[src/rtl/hsstl_rst_pkg.sv]
// Shared definitions for the HSST lane reset sequencers: state codes,
// counter width and default sequencing counts.
package hsstl_rst_pkg;

  localparam int unsigned HSST_CNTR_WIDTH = 17;

  localparam int unsigned TX_PMA_CNTR_DEFAULT  = 150;
  localparam int unsigned TX_PLL_STABLE_DEFAULT = 255;
  localparam int unsigned TX_SYNC_CNTR_DEFAULT = 16;
  localparam int unsigned TX_PCS_CNTR_DEFAULT  = 64;

  // TX init FSM codes are exported on tx_init_fsm, so they are fixed values
  localparam logic [2:0] TX_ST_START     = 3'd0;
  localparam logic [2:0] TX_ST_PMA_RST   = 3'd1;
  localparam logic [2:0] TX_ST_WAIT_PLL  = 3'd2;
  localparam logic [2:0] TX_ST_LANE_SYNC = 3'd3;
  localparam logic [2:0] TX_ST_PCS_RST   = 3'd4;
  localparam logic [2:0] TX_ST_DONE      = 3'd5;
  localparam logic [2:0] TX_ST_RATE_CHG  = 3'd6;

  // States in which losing PLL lock forces a return to WAIT_PLL
  function automatic logic tx_lock_guarded(input logic [2:0] st);
    return (st == TX_ST_LANE_SYNC) || (st == TX_ST_PCS_RST) ||
           (st == TX_ST_DONE)      || (st == TX_ST_RATE_CHG);
  endfunction

endpackage

[src/rtl/hsstl_rst4mcrsw_tx_rst_initfsm_if.sv]
// Lane-controller side of the TX reset sequencer: status inputs in,
// reset/sync controls and progress out.
interface hsstl_rst4mcrsw_tx_rst_initfsm_if;
  logic       P_TX_LANE_POWERUP;
  logic       pll_lock;
  logic       cur_rate;
  logic [2:0] tx_init_fsm;
  logic       P_TX_PMA_RSTN;
  logic       P_TX_LANE_SYNC;
  logic       P_PCS_TX_RSTN;
  logic       init_done;

  modport master (
    output P_TX_LANE_POWERUP, pll_lock, cur_rate,
    input  tx_init_fsm, P_TX_PMA_RSTN, P_TX_LANE_SYNC, P_PCS_TX_RSTN, init_done
  );

  modport slave (
    input  P_TX_LANE_POWERUP, pll_lock, cur_rate,
    output tx_init_fsm, P_TX_PMA_RSTN, P_TX_LANE_SYNC, P_PCS_TX_RSTN, init_done
  );
endinterface

[src/rtl/hsstl_rst_edge_det.sv]
// Generic 1-bit registered change detector: MODE 0 pulses on any toggle,
// MODE 1 on a rising edge only.
module hsstl_rst_edge_det #(
  parameter bit MODE       = 1'b0,
  parameter bit RST_LOAD_D = 1'b1
) (
  input  logic clk,
  input  logic rst_n,
  input  logic d,
  output logic pulse
);

  logic d_q;

  // Loading d during reset keeps a static level from looking like a change
  always_ff @(posedge clk) begin
    if (!rst_n) d_q <= RST_LOAD_D ? d : 1'b0;
    else        d_q <= d;
  end

  assign pulse = MODE ? (d & ~d_q) : (d ^ d_q);

endmodule

[src/rtl/hsstl_rst4mcrsw_tx_rst_initfsm.sv]
// Per-lane TX reset sequencer: PMA reset, PLL lock qualification,
// lane-sync pulse, PCS reset release; re-runs on lock loss or rate change.
module hsstl_rst4mcrsw_tx_rst_initfsm
  import hsstl_rst_pkg::*;
#(
  parameter int unsigned CNTR_WIDTH            = HSST_CNTR_WIDTH,
  parameter int unsigned TX_PMA_CNTR_VALUE     = TX_PMA_CNTR_DEFAULT,
  parameter int unsigned PLL_LOCK_STABLE_VALUE = TX_PLL_STABLE_DEFAULT,
  parameter int unsigned TX_SYNC_CNTR_VALUE    = TX_SYNC_CNTR_DEFAULT,
  parameter int unsigned TX_PCS_CNTR_VALUE     = TX_PCS_CNTR_DEFAULT
) (
  input  logic                                 clk,
  input  logic                                 rst_n,
  hsstl_rst4mcrsw_tx_rst_initfsm_if.slave      tx
);

  localparam logic [CNTR_WIDTH-1:0] PMA_END  = CNTR_WIDTH'(TX_PMA_CNTR_VALUE);
  localparam logic [CNTR_WIDTH-1:0] LOCK_END = CNTR_WIDTH'(PLL_LOCK_STABLE_VALUE);
  localparam logic [CNTR_WIDTH-1:0] SYNC_END = CNTR_WIDTH'(TX_SYNC_CNTR_VALUE);
  localparam logic [CNTR_WIDTH-1:0] PCS_END  = CNTR_WIDTH'(TX_PCS_CNTR_VALUE);
  localparam logic [CNTR_WIDTH-1:0] CNT_ONE  = CNTR_WIDTH'(1);

  logic [2:0]            state;
  logic [CNTR_WIDTH-1:0] cnt;
  logic                  pma_rstn, lane_sync, pcs_rstn, done;
  logic                  rate_tgl;

  hsstl_rst_edge_det #(.MODE(1'b0), .RST_LOAD_D(1'b1)) u_rate_det (
    .clk   (clk),
    .rst_n (rst_n),
    .d     (tx.cur_rate),
    .pulse (rate_tgl)
  );

  always_ff @(posedge clk) begin
    if (!rst_n) begin
      state     <= TX_ST_START;
      cnt       <= '0;
      pma_rstn  <= 1'b0;
      lane_sync <= 1'b0;
      pcs_rstn  <= 1'b0;
      done      <= 1'b0;
    end else if (state != TX_ST_START && !tx.P_TX_LANE_POWERUP) begin
      state     <= TX_ST_START;
      cnt       <= '0;
      pma_rstn  <= 1'b0;
      lane_sync <= 1'b0;
      pcs_rstn  <= 1'b0;
      done      <= 1'b0;
    end else if (!tx.pll_lock && tx_lock_guarded(state)) begin
      // PMA stays out of reset; only the PCS side is redone after relock
      state     <= TX_ST_WAIT_PLL;
      cnt       <= '0;
      lane_sync <= 1'b0;
      pcs_rstn  <= 1'b0;
      done      <= 1'b0;
    end else begin
      case (state)
        TX_ST_START: begin
          cnt       <= '0;
          pma_rstn  <= 1'b0;
          lane_sync <= 1'b0;
          pcs_rstn  <= 1'b0;
          done      <= 1'b0;
          if (tx.P_TX_LANE_POWERUP) state <= TX_ST_PMA_RST;
        end
        TX_ST_PMA_RST: begin
          pma_rstn <= 1'b0;
          if (cnt == PMA_END) begin
            pma_rstn <= 1'b1;
            cnt      <= '0;
            state    <= TX_ST_WAIT_PLL;
          end else begin
            cnt <= cnt + CNT_ONE;
          end
        end
        TX_ST_WAIT_PLL: begin
          if (!tx.pll_lock) begin
            cnt <= '0;
          end else if (cnt == LOCK_END) begin
            cnt       <= '0;
            lane_sync <= 1'b1;
            state     <= TX_ST_LANE_SYNC;
          end else begin
            cnt <= cnt + CNT_ONE;
          end
        end
        TX_ST_LANE_SYNC: begin
          lane_sync <= 1'b1;
          if (cnt == SYNC_END) begin
            lane_sync <= 1'b0;
            cnt       <= '0;
            state     <= TX_ST_PCS_RST;
          end else begin
            cnt <= cnt + CNT_ONE;
          end
        end
        TX_ST_PCS_RST: begin
          pcs_rstn <= 1'b0;
          if (cnt == PCS_END) begin
            pcs_rstn <= 1'b1;
            done     <= 1'b1;
            cnt      <= '0;
            state    <= TX_ST_DONE;
          end else begin
            cnt <= cnt + CNT_ONE;
          end
        end
        TX_ST_DONE: begin
          if (rate_tgl) begin
            pcs_rstn <= 1'b0;
            done     <= 1'b0;
            cnt      <= '0;
            state    <= TX_ST_RATE_CHG;
          end
        end
        TX_ST_RATE_CHG: begin
          pcs_rstn <= 1'b0;
          if (cnt == PCS_END) begin
            cnt       <= '0;
            lane_sync <= 1'b1;
            state     <= TX_ST_LANE_SYNC;
          end else begin
            cnt <= cnt + CNT_ONE;
          end
        end
        default: begin
          state     <= TX_ST_START;
          cnt       <= '0;
          pma_rstn  <= 1'b0;
          lane_sync <= 1'b0;
          pcs_rstn  <= 1'b0;
          done      <= 1'b0;
        end
      endcase
    end
  end

  assign tx.tx_init_fsm    = state;
  assign tx.P_TX_PMA_RSTN  = pma_rstn;
  assign tx.P_TX_LANE_SYNC = lane_sync;
  assign tx.P_PCS_TX_RSTN  = pcs_rstn;
  assign tx.init_done      = done;

endmodule

[src/flat_wrapper.sv]
// flat-port wrapper written by rule: the top's interface ports become plain ports
module hsstl_rst4mcrsw_tx_rst_initfsm_flat import hsstl_rst_pkg::*;
#(
  parameter int unsigned CNTR_WIDTH            = HSST_CNTR_WIDTH,
  parameter int unsigned TX_PMA_CNTR_VALUE     = TX_PMA_CNTR_DEFAULT,
  parameter int unsigned PLL_LOCK_STABLE_VALUE = TX_PLL_STABLE_DEFAULT,
  parameter int unsigned TX_SYNC_CNTR_VALUE    = TX_SYNC_CNTR_DEFAULT,
  parameter int unsigned TX_PCS_CNTR_VALUE     = TX_PCS_CNTR_DEFAULT
)
  (clk, rst_n, tx_P_TX_LANE_POWERUP, tx_pll_lock, tx_cur_rate, tx_tx_init_fsm, tx_P_TX_PMA_RSTN, tx_P_TX_LANE_SYNC, tx_P_PCS_TX_RSTN, tx_init_done);
  hsstl_rst4mcrsw_tx_rst_initfsm_if tx_i ();
  input  logic clk;
  input  logic rst_n;
  input wire logic [$bits(tx_i.P_TX_LANE_POWERUP)-1:0] tx_P_TX_LANE_POWERUP;
  input wire logic [$bits(tx_i.pll_lock)-1:0] tx_pll_lock;
  input wire logic [$bits(tx_i.cur_rate)-1:0] tx_cur_rate;
  output wire logic [$bits(tx_i.tx_init_fsm)-1:0] tx_tx_init_fsm;
  output wire logic [$bits(tx_i.P_TX_PMA_RSTN)-1:0] tx_P_TX_PMA_RSTN;
  output wire logic [$bits(tx_i.P_TX_LANE_SYNC)-1:0] tx_P_TX_LANE_SYNC;
  output wire logic [$bits(tx_i.P_PCS_TX_RSTN)-1:0] tx_P_PCS_TX_RSTN;
  output wire logic [$bits(tx_i.init_done)-1:0] tx_init_done;
  assign tx_i.P_TX_LANE_POWERUP = tx_P_TX_LANE_POWERUP;
  assign tx_i.pll_lock = tx_pll_lock;
  assign tx_i.cur_rate = tx_cur_rate;
  assign tx_tx_init_fsm = tx_i.tx_init_fsm;
  assign tx_P_TX_PMA_RSTN = tx_i.P_TX_PMA_RSTN;
  assign tx_P_TX_LANE_SYNC = tx_i.P_TX_LANE_SYNC;
  assign tx_P_PCS_TX_RSTN = tx_i.P_PCS_TX_RSTN;
  assign tx_init_done = tx_i.init_done;
  hsstl_rst4mcrsw_tx_rst_initfsm #(.CNTR_WIDTH(CNTR_WIDTH), .TX_PMA_CNTR_VALUE(TX_PMA_CNTR_VALUE), .PLL_LOCK_STABLE_VALUE(PLL_LOCK_STABLE_VALUE), .TX_SYNC_CNTR_VALUE(TX_SYNC_CNTR_VALUE), .TX_PCS_CNTR_VALUE(TX_PCS_CNTR_VALUE)) u_core (.clk(clk), .rst_n(rst_n), .tx(tx_i));
endmodule
[config.mk]
export PLATFORM = sky130hd
export DESIGN_NAME = hsstl_rst4mcrsw_tx_rst_initfsm_flat
export DESIGN_NICKNAME = d
export VERILOG_FILES = /design/src/rtl/hsstl_rst_pkg.sv /design/src/rtl/hsstl_rst4mcrsw_tx_rst_initfsm_if.sv /design/src/rtl/hsstl_rst_edge_det.sv /design/src/rtl/hsstl_rst4mcrsw_tx_rst_initfsm.sv /design/src/flat_wrapper.sv
export SDC_FILE = /design/constraint.sdc
export NUM_CORES = 1
export LEC_CHECK = 0
export BUFFER_PORTS_ARGS = -buffer_cell sky130_fd_sc_hd__buf_2
export CELL_PAD_IN_SITES_DETAIL_PLACEMENT = 0
export CELL_PAD_IN_SITES_GLOBAL_PLACEMENT = 2
export CORE_MARGIN = 1
export CORE_UTILIZATION = 38
export CTS_CLUSTER_SIZE = 8
export DETAILED_ROUTE_END_ITERATION = 8
export PLACE_DENSITY_LB_ADDON = 0.1
export SYNTH_ARGS = -nofsm -noshare
export SYNTH_HDL_FRONTEND = slang
export SYNTH_SLANG_ARGS = --single-unit
[constraint.sdc]
create_clock -name clk -period 3.7 [get_ports clk]
set_input_delay 0.37 -clock clk [delete_from_list [all_inputs] [get_ports clk]]
set_output_delay 0.37 -clock clk [all_outputs]
set_load 0.05 [all_outputs]
======== After elaboration in Yosys (flattened, before gate mapping) ========
Index checks and enable logic that the tools add are counted.
word-level totals
  register bits ........................... 25
  output and inout bits ................... 7
  logic and storage cells ................. 92
operators by class
  $add $sub $neg .......................... 1
  eq/ne operators ......................... 26
  multiplexer cells ....................... 28
  bitwise gates (word level) .............. 7
  reductions and logical operators ........ 22
operators with widths
  kind                   count
  $mux 17                6
  $pmux 17 s5            1
  $eq 17x8->1 const B    2
  $mux 3                 8
  $pmux 3 s7             1
  $add 17x1->17 const B  1
  $eq 17x5->1 const B    1
  $eq 17x7->1 const B    1
  $reduce_and 8->1       2
  $ne 2x2->1 const B     5
  $eq 3x3->1 const B     3
  $ne 3x2->1 const B     3
  $ne 3x3->1 const B     3
  $reduce_or 3->1        3
  $mux 1                 7
  $eq 3x2->1 const B     2
  $ne 2x1->1 const B     3
  $ne 3x1->1 const B     2
  $not 1->1              6
  $pmux 1 s3             2
  $reduce_or 5->1        1
  $pmux 1 s4             1
  $reduce_and 2->1       2
  $reduce_and 4->1       1
  other kinds (12)       17

======== Depth between registers and ports, before layout ========
Gate-level depths: netlist (run 1).
  word-level depth ........................ 7
  mapped depth ............................ 10
  gate-level depth less buffers ........... 8

======== Modules after synthesis ========
A second synthesis (run 1) with hierarchy kept.
second synthesis, totals
  cell total of the unflattened synthesis .. 177
  area, all modules ....................... 1422.6 um^2
modules (own cells, without submodules)
  module                          instances  cells each  area an instance (um^2)
  hsstl_rst4mcrsw_tx_rst_initfsm  1          175         1393.8
  hsstl_rst_edge_det              1          2           28.8

======== Least setup slack after synthesis (run 1) ========
OpenSTA, ideal clock, no wires.
  kind .................................... register -> register
  from .................................... register u_core.state[0] (netlist: u_core.tx.tx_init_fsm[0])
  to ...................................... register u_core.cnt[3]
  setup time .............................. 0.132 ns
  arrival time ............................ 2.215 ns
  required time ........................... 3.568 ns
  slack ................................... 1.352 ns
  cell stages (with the launch flop) ...... 11
  buffers on the path ..................... 3
  cells stage by stage .................... dfxtp_1 -> inv_1 -> ha_1 -> clkbuf_1 -> o21ai_0 -> a21oi_2 -> a31o_1 -> buf_6 -> buf_8 -> o2111ai_1 -> a21oi_1
on the way
  word-level cells in the longest chain between the ends .. 6
RTL lines
  what                                      RTL line                                                   RTL
  start, declared                           hsstl_rst4mcrsw_tx_rst_initfsm.sv:23                       logic [2:0] state;
  start signal, assigned                    hsstl_rst4mcrsw_tx_rst_initfsm.sv:37                       state <= TX_ST_START;
  start signal, assigned                    hsstl_rst4mcrsw_tx_rst_initfsm.sv:44                       state <= TX_ST_START;
  start signal, assigned                    hsstl_rst4mcrsw_tx_rst_initfsm.sv:52                       state <= TX_ST_WAIT_PLL;
  $eq 3x2->1 or $eq 3x3->1 (tied branches)  hsstl_rst_pkg.sv:23, hsstl_rst4mcrsw_tx_rst_initfsm.sv:58
  $logic_or 1x1->1 (2 in a row)             hsstl_rst_pkg.sv:23                                        return (st == TX_ST_LANE_SYNC) || (st == TX_ST_PCS_RST) ||
  $logic_or 1x1->1                          hsstl_rst_pkg.sv:24                                        (st == TX_ST_DONE) || (st == TX_ST_RATE_CHG);
  $logic_and 1x1->1                         hsstl_rst4mcrsw_tx_rst_initfsm.sv:50                       end else if (!tx.pll_lock && tx_lock_guarded(state)) begin
  $reduce_or 3->1 (no source line)          -
  end signal, assigned                      hsstl_rst4mcrsw_tx_rst_initfsm.sv:74                       cnt <= cnt + CNT_ONE;
  end signal, assigned                      hsstl_rst4mcrsw_tx_rst_initfsm.sv:85                       cnt <= cnt + CNT_ONE;
  end signal, assigned                      hsstl_rst4mcrsw_tx_rst_initfsm.sv:95                       cnt <= cnt + CNT_ONE;
  end, declared                             hsstl_rst4mcrsw_tx_rst_initfsm.sv:24                       logic [CNTR_WIDTH-1:0] cnt;
Several ways; a longest one is shown, not always the timed one.
A chain may end at the register's enable or synchronous reset.

======== Worst setup path after layout (run 1) ========
  from .................................... register u_core.cnt[0]
  to ...................................... register u_core.cnt[2]
on the way
  word-level cells in the longest chain between the ends .. 4
RTL lines
  what                                          RTL line                              RTL
  $add 17x1->17 or $eq 17x8->1 (tied branches)  -
  $mux 17                                       hsstl_rst4mcrsw_tx_rst_initfsm.sv:80  end else if (cnt == LOCK_END) begin
  $mux 17                                       hsstl_rst4mcrsw_tx_rst_initfsm.sv:78  if (!tx.pll_lock) begin
  $pmux 17 s5 (*)                               hsstl_rst4mcrsw_tx_rst_initfsm.sv:58  case (state)
Mark *: on every way between the ends. The rest lies on a longest branch, timed or not.

==> metrics.yaml, run 1 <==
detailed_routing:
  via_per_inst: 6.10
  drtIter0Drc: 97
  vias: 1713
  routed_wl_um: 4590
  drc_errors: 0
  dr_wl_met2_um: 2200
  routed-wl-met3_um: 129
  topRoutingLayerUsed: "met4"
  ant_nets: 0
  wl_met1_um: 2190
  dr.pass1.iters: 4
  routedWlPerCell_um: 16.3
timing:
  slew_headroom: 0.193
  hold_violations: 0
  slew_violations: 0
  min_period_over_period: 0.730
  setup_ws_ns: 0.997
  worst-slew-pin-transition_ns: 1.21
  setup_viol: 0
  skew_ns: 0.00531
  fmax_ghz: 0.370
  rsz0062_at_grt: "no"
  layout_min_cycle_time_ns: 2.70
  setup_tns_ns: 0
power_and_ir_drop:
  netSwitchingFraction: 0.462
  power_frac_comb: 0.473
  ir_worst_vdd_v: 0.000189
  internal_power_uw: 491
  power_frac_clock: 0.186
  p_leak_nw: 0.645
  power_frac_seq: 0.341
  power.density_nw_per_um2: 491
  power_switching_uw: 421
critical_path:
  arrival_ns: 2.83
  cp_cell_sequence: "inv_1 > ha_1 > or3b_2 > nor4_4 > a21oi_2 > a31o_1 > o311ai_1 > a21oi_1"
  worst-path-max-fanout: 27
  slowest_delay_ns: 0.56
  slowest_stage: "a31o_1"
  endpoint_kind: "flop"
  criticalPathCategory: "flop to flop"
  worst-path-buf-inv: 1
  cp.required_ns: 3.83
  critPathLaunchType: "flop"
  path_delay_family: "compound AO/OA/AOI/OAI gates"
clocking:
  h-tree-depth: 1
  cts_tree: "yes"
  clock_latency_ns: 0.27
  cts.sink_count: 25
  cts.repair.resized: 0
  cts_max_path_buffers: 2
  hold_buffers: 0
  clkSlewWorstSetupHoldPaths_ns: 0.10
  cts_made_buffers: 3
  postCtsSetupBuffers: 0
  root_buffer: "clkbuf_8"
global_route:
  grt_pass1_vias: 1693
  grt_pass1_wl_um: 8020
  grt_usage: 0.201
  antenna_found_initial: 0
  grt_overflow: 0
  grt_max_degree: 29
yosys:
  async_flop_share: 0
  syn_nets: 240
  syn_inst: 227
  synth.distinct_cells: 49
  synth_area_leader_cell: "dfxtp_1"
  synth_seq_cells: 25
  ys_seq_area_frac: 0.284
  ys.flop_type: "dfxtp_1"
  ys_warn_count: 0
  synth_edf_count: 0
  synth_area_um2: 1760
  syn_avg_cell_area_um2: 7.76
  netlist_top_cells_area: "dfxtp_1 (28%), ha_1 (5.7%), o211ai_1 (5.5%), a21oi_1 (5.4%), nand2_1 (4.1%)"
  synth_top_area_frac: 0.284
finish:
  num_antenna_cells: 0
  area_delta_synth_final_pct: 5.47
  drive_gt1_frac: 0.118
  instances_no_fill: 281
  fill_cells: 446
  finish.net_count: 243
floorplanning:
  io_pins: 12
  coreArea_um2: 4410
  die_h_um: 70.1
  die_w_um: 70.1
  num_rows: 24
  die_area_um2: 4910
  start_util: 0.399
place:
  pre_cts_ws_ns: 0.995
  place.gp.congestion: 0.808
  placed_cells: 277
  hpwl_um: 3240
  io_buffer_count: 11
run_status:
  status: "finished clean"
run:
  maxCapViolCount: 0
hold_path:
  worst_hold_path_type: "primary input to flop"
state kept, by name, indices dropped and copies added (netlist names):
| name | cells |
|---|---|
| u_core.cnt | 17 |
| u_core.tx.P_PCS_TX_RSTN | 1 |
| u_core.tx.P_TX_LANE_SYNC | 1 |
| u_core.tx.P_TX_PMA_RSTN | 1 |
| u_core.tx.init_done | 1 |
| u_core.tx.tx_init_fsm | 3 |
| u_core.u_rate_det.d_q | 1 |
power groups by stage:
stage,Combinational (mW),Sequential (mW),Clock [mW]
6_report,0.431,0.311,0.169
5_1_grt,0.480,0.314,0.185
4_1_cts,0.432,0.312,0.173
3_5_place_dp,0.428,0.317,0
3_3_place_gp,0.424,0.315,0
2_1_floorplan,0.302,0.357,0
worst reg2reg max path: cells and delay by family (launching register included):
kind / cells / cell delay, ns
AOI/OAI and AO/OA: 4 / 1.20
adders and majority gates: 1 / 0.15
DFF: 1 / 0.36
and+or+nand+nor: 2 / 0.73
buffers and inverters: 1 / 0.12
synth_stat cells (3+ instances only):
| master | number |
|---|---|
| a31oi_1 | 10 |
| nor4_1 | 4 |
| a211oi_1 | 4 |
| ha_1 | 8 |
| a21oi_1 | 19 |
| nor2b_1 | 5 |
| nand3_1 | 8 |
| nor2_1 | 18 |
| and3_1 | 5 |
| nand2b_1 | 3 |
| o22ai_1 | 3 |
| clkbuf_1 | 10 |
| o21a_1 | 3 |
| a21o_1 | 3 |
| nand2_1 | 19 |
| dfxtp_1 | 25 |
| inv_1 | 7 |
| o21ai_0 | 10 |
| o31ai_2 | 3 |
| nor3_1 | 9 |
| o211ai_1 | 13 |
| nand4_1 | 4 |
final cells by class:
cell class | count | area, um2 | area share
clock inverter | 1 | 5.00 | 0.00270
clock buffer | 3 | 41.3 | 0.0222
inverter | 7 | 26.3 | 0.0142
timing repair buffer | 13 | 70.1 | 0.0377
sequential | 25 | 500 | 0.270
multi-input combinational | 180 | 1150 | 0.619
tap | 52 | 65.1 | 0.0350
cell families (layout without fill, tap and decap cells):
kind of cell | count (synthesis) | count (layout) | share of synthesized area
AOI/OAI and AO/OA | 83 | 83 | 0.324
xor gates and xnor gates | 1 | 1 | 0.00498
adders and majority gates | 8 | 8 | 0.0569
buffers and inverters | 22 | 24 | 0.0633
DFF | 25 | 25 | 0.284
and+or+nand+nor | 88 | 88 | 0.267
cell usage in the layout (no fill, tap or decap), types with 2 or more instances in the layout:
cell       synthesis  final
dfxtp_1           25     25
a21oi_1           19     19
nand2_1           19     19
nor2_1            18     18
o211ai_1          13     13
buf_2              2     11
o21ai_0           10     10
a31oi_1           10     10
nor3_1             9      9
nand3_1            8      8
ha_1               8      8
inv_1              7      7
nor2b_1            5      5
and3_1             5      5
nor4_1             4      4
nand4_1            4      4
a211oi_1           4      4
nand2b_1           3      3
a21o_1             3      3
o31ai_2            3      3
o21a_1             3      3
o22ai_1            3      3
clkbuf_8           0      3
o21bai_1           2      2
or3_1              2      2
o2111ai_1          2      2
and2_1             2      2
o21ai_1            2      2
buf_4              0      2
worst paths after layout:
kind / end / depth (start not counted) / from / slack [ns]
setup / recovery: u_core.cnt[2]$_SDFFE_PP0P_ / 8 / u_core.cnt[0]$_SDFFE_PP0P_ / 1.0
hold reg to reg: u_core.tx.P_PCS_TX_RSTN$_SDFFE_PP0P_ / 2 / u_core.tx.P_PCS_TX_RSTN$_SDFFE_PP0P_ / 0.46
setup reg to reg: u_core.cnt[2]$_SDFFE_PP0P_ / 8 / u_core.cnt[0]$_SDFFE_PP0P_ / 1.0
hold / removal: u_core.u_rate_det.d_q$_DFF_P_ / 1 / tx_cur_rate / 0.22
per-stage QoR:
step	utilization	total power, mW	area, um2	hold WS, ns
after floorplan	-	0.658	1760	0.398
after global placement	0.410	0.739	1810	0.444
after detailed placement	0.410	0.745	1810	0.448
after CTS	0.421	0.916	1860	0.211
after global routing	0.421	0.980	1860	0.219
final	0.421	0.911	1860	0.218
per-layer routing:
layer	track usage	up-vias
li1	-	860
met1	0.263	814
met2	0.339	33
met3	0.0289	6
met4	0.0667	0
met5	0	-
(Power assumes the default switching activity.)
==> inputs of run 2 (changes only) <==
CORE_UTILIZATION = 35   (was 38)
clock period = 2.55 ns   (was 3.7 ns; I/O delays follow)
==> run 2 against run 1 <==
Die area increased by 8.3%. Largest power group unchanged. Clock skew is 0.0084 ns higher. Critical path depth fell by 1. Critical path type unchanged. Hold slack worse by 0.13 ns. Design area increased by 9.8%. Critical endpoint is now u_core.cnt[15]$_SDFFE_PP0P_. Clock power is 44% higher. Register-to-register slack got worse by 0.82 ns.
==> metrics.yaml, run 2 (same netlist as run 1, synthesis figures left out) <==
clocking:
  postCtsSetupBuffers: 0  # unchanged
  hold_buffers: 0  # unchanged
  cts.sink_count: 25  # unchanged
  cts.repair.resized: 0  # unchanged
  h-tree-depth: 1  # unchanged
  cts_tree: "yes"  # unchanged
  cts_made_buffers: 3  # unchanged
  clock_latency_ns: 0.28  # was 0.27 ns
  root_buffer: "clkbuf_8"  # unchanged
  cts_max_path_buffers: 2  # unchanged
  clkSlewWorstSetupHoldPaths_ns: 0.10  # about the same
detailed_routing:
  dr.pass1.iters: 4  # unchanged
  via_per_inst: 5.68  # was 6.10
  drtIter0Drc: 108  # was 97
  routedWlPerCell_um: 15.2  # was 16.3 um
  routed_wl_um: 4780  # was 4590 um
  drc_errors: 0  # unchanged
  vias: 1789  # was 1713
  ant_nets: 0  # unchanged
floorplanning:
  start_util: 0.368  # was 0.399
  die_w_um: 72.9  # was 70.1 um
  coreArea_um2: 4790  # was 4410 um2
  die_h_um: 72.9  # was 70.1 um
  die_area_um2: 5320  # was 4910 um2
  num_rows: 25  # was 24
  io_pins: 12  # unchanged
global_route:
  met2_usage: 0.349  # was 0.339
  grt_overflow: 0  # unchanged
  busiest_layer: "met2"  # unchanged
  grt_use_met1: 0.229  # was 0.263
  grt_pass1_wl_um: 7910  # was 8020 um
  grt_usage: 0.194  # was 0.201
  grt_max_degree: 21  # was 29
  use_met3: 0.0276  # was 0.0289
  antenna_found_initial: 0  # unchanged
  grt_pass1_vias: 1706  # was 1693
critical_path:
  arrival_ns: 2.52  # was 2.83 ns
  criticalPathCategory: "flop to flop"  # unchanged
  endpoint_kind: "flop"  # unchanged
  timing.rr.start: "u_core.cnt[13]$_SDFFE_PP0P_"  # was u_core.cnt[0]$_SDFFE_PP0P_
  reg2reg_slack_ns: 0.18  # was 1.0 ns
  critPathLaunch: "u_core.cnt[13]$_SDFFE_PP0P_"  # was u_core.cnt[0]$_SDFFE_PP0P_
  cp.required_ns: 2.70  # was 3.83 ns
  worst-path-max-fanout: 10  # was 27
  critPathLaunchType: "flop"  # unchanged
finish:
  multiInputGateArea_um2: 1160  # was 1150 um2
  stdcell_area_um2: 2040  # was 1860 um2
  layout_commonest_cell: "dfxtp_1"  # unchanged
  final_cell_mix: "dfxtp_1 (25), buf_4 (20), a21oi_1 (19), nand2_1 (19), nor2_1 (18)"  # was dfxtp_1 (25), a21oi_1 (19), nand2_1 (19)
  largest_register_ffs: 17  # unchanged
  num_antenna_cells: 0  # unchanged
  top_register: "u_core.cnt"  # unchanged
  area_delta_synth_final_pct: 15.8  # was 5.47%
  final_core_util: 0.426  # was 0.421
  fill_cells: 490  # was 446
  finish.net_count: 262  # was 243
  seqCellArea_um2: 500  # unchanged
  instances_no_fill: 315  # was 281
  drive_gt1_frac: 0.185  # was 0.118
power_and_ir_drop:
  power.density_nw_per_um2: 692  # was 491 nW/um2
  power_frac_comb: 0.510  # was 0.473
  p_leak_nw: 0.751  # was 0.645 nW
  power_frac_seq: 0.317  # was 0.341
  power_frac_clock: 0.173  # was 0.186
  power_switching_uw: 624  # was 421 uW
  power.total_mw: 1.41  # was 911 uW
  netSwitchingFraction: 0.443  # was 0.462
  internal_power_uw: 785  # was 491 uW
  ir_worst_vdd_v: 0.000252  # was 0.000189 V
timing:
  fmax_ghz: 0.421  # was 0.370 GHz
  worst-slew-pin-transition_ns: 0.580  # was 1.21 ns
  min_period_over_period: 0.931  # was 0.730
  hold_violations: 0  # unchanged
  rsz0062_at_grt: "no"  # unchanged
  skew_ns: 0.0137  # was 0.00531 ns
  slew_violations: 0  # unchanged
  timing.hold.ws_ns: 0.0903  # was 0.218 ns
  setup_tns_ns: 0  # unchanged
  setup_viol: 0  # unchanged
  layout_min_cycle_time_ns: 2.37  # was 2.70 ns
  setup_ws_ns: 0.177  # was 0.997 ns
  slew_headroom: 0.610  # was 0.193
place:
  placed_cells: 311  # was 277
  io_buffer_count: 11  # unchanged
  place.gp.congestion: 0.812  # was 0.808
  hpwl_um: 3650  # was 3240 um
  place_area_um2: 1980  # was 1810 um2
  pre_cts_ws_ns: 0.161  # was 0.995 ns
run:
  maxCapViolCount: 0  # unchanged
hold_path:
  worst_hold_path_type: "primary input to flop"  # unchanged
  worstHoldStart: "tx_cur_rate"  # unchanged
run_status:
  status: "finished clean"  # unchanged
[run 2: changes by cell type in the layout (fill, tap and decap cells not counted)]
cell	change
o311ai_0	-1
buf_4	+18
o21ai_2	-1
o311ai_1	+1
o21ai_4	+1
buf_12	+1
[run 2: power by group through the flow]
stage	registers [mW]	logic (mW)	clock network, mW
3_5_place_dp	0.455	0.706	0
3_3_place_gp	0.451	0.706	0
5_1_grt	0.450	0.784	0.274
4_1_cts	0.446	0.710	0.257
2_1_floorplan	0.517	0.438	0
6_report	0.446	0.719	0.244
[run 2: worst paths after layout]
check / endpoint / cells after the start
worst max-delay path: u_core.cnt[15]$_SDFFE_PP0P_ / 7
worst min-delay path: u_core.u_rate_det.d_q$_DFF_P_ / 1
worst max register to register: u_core.cnt[15]$_SDFFE_PP0P_ / 7
worst min register to register: u_core.tx.P_PCS_TX_RSTN$_SDFFE_PP0P_ / 2
[run 2: cell type report]
type	instances	share of cell area
timing repair buffer	32	0.110
inverter	7	0.0129
sequential	25	0.246
multi-input combinational	180	0.567
clock buffer	3	0.0203
tap	67	0.0411
clock inverter	1	0.00246
[run 2: worst max-delay path, stage by stage (launching register included)]
cell and delay, ns:
dfxtp_1 0.36, or4_4 0.56, nor4_4 0.37, a21oi_2 0.12, a31o_1 0.33, buf_4 0.22
o21ai_0 0.18, a211oi_1 0.10
[run 2: per-layer routing]
layer	up-vias	share of wire
met5	-	0
li1	900	-
met1	850	0.45
met2	32	0.50
met3	7	0.031
met4	0	0.015
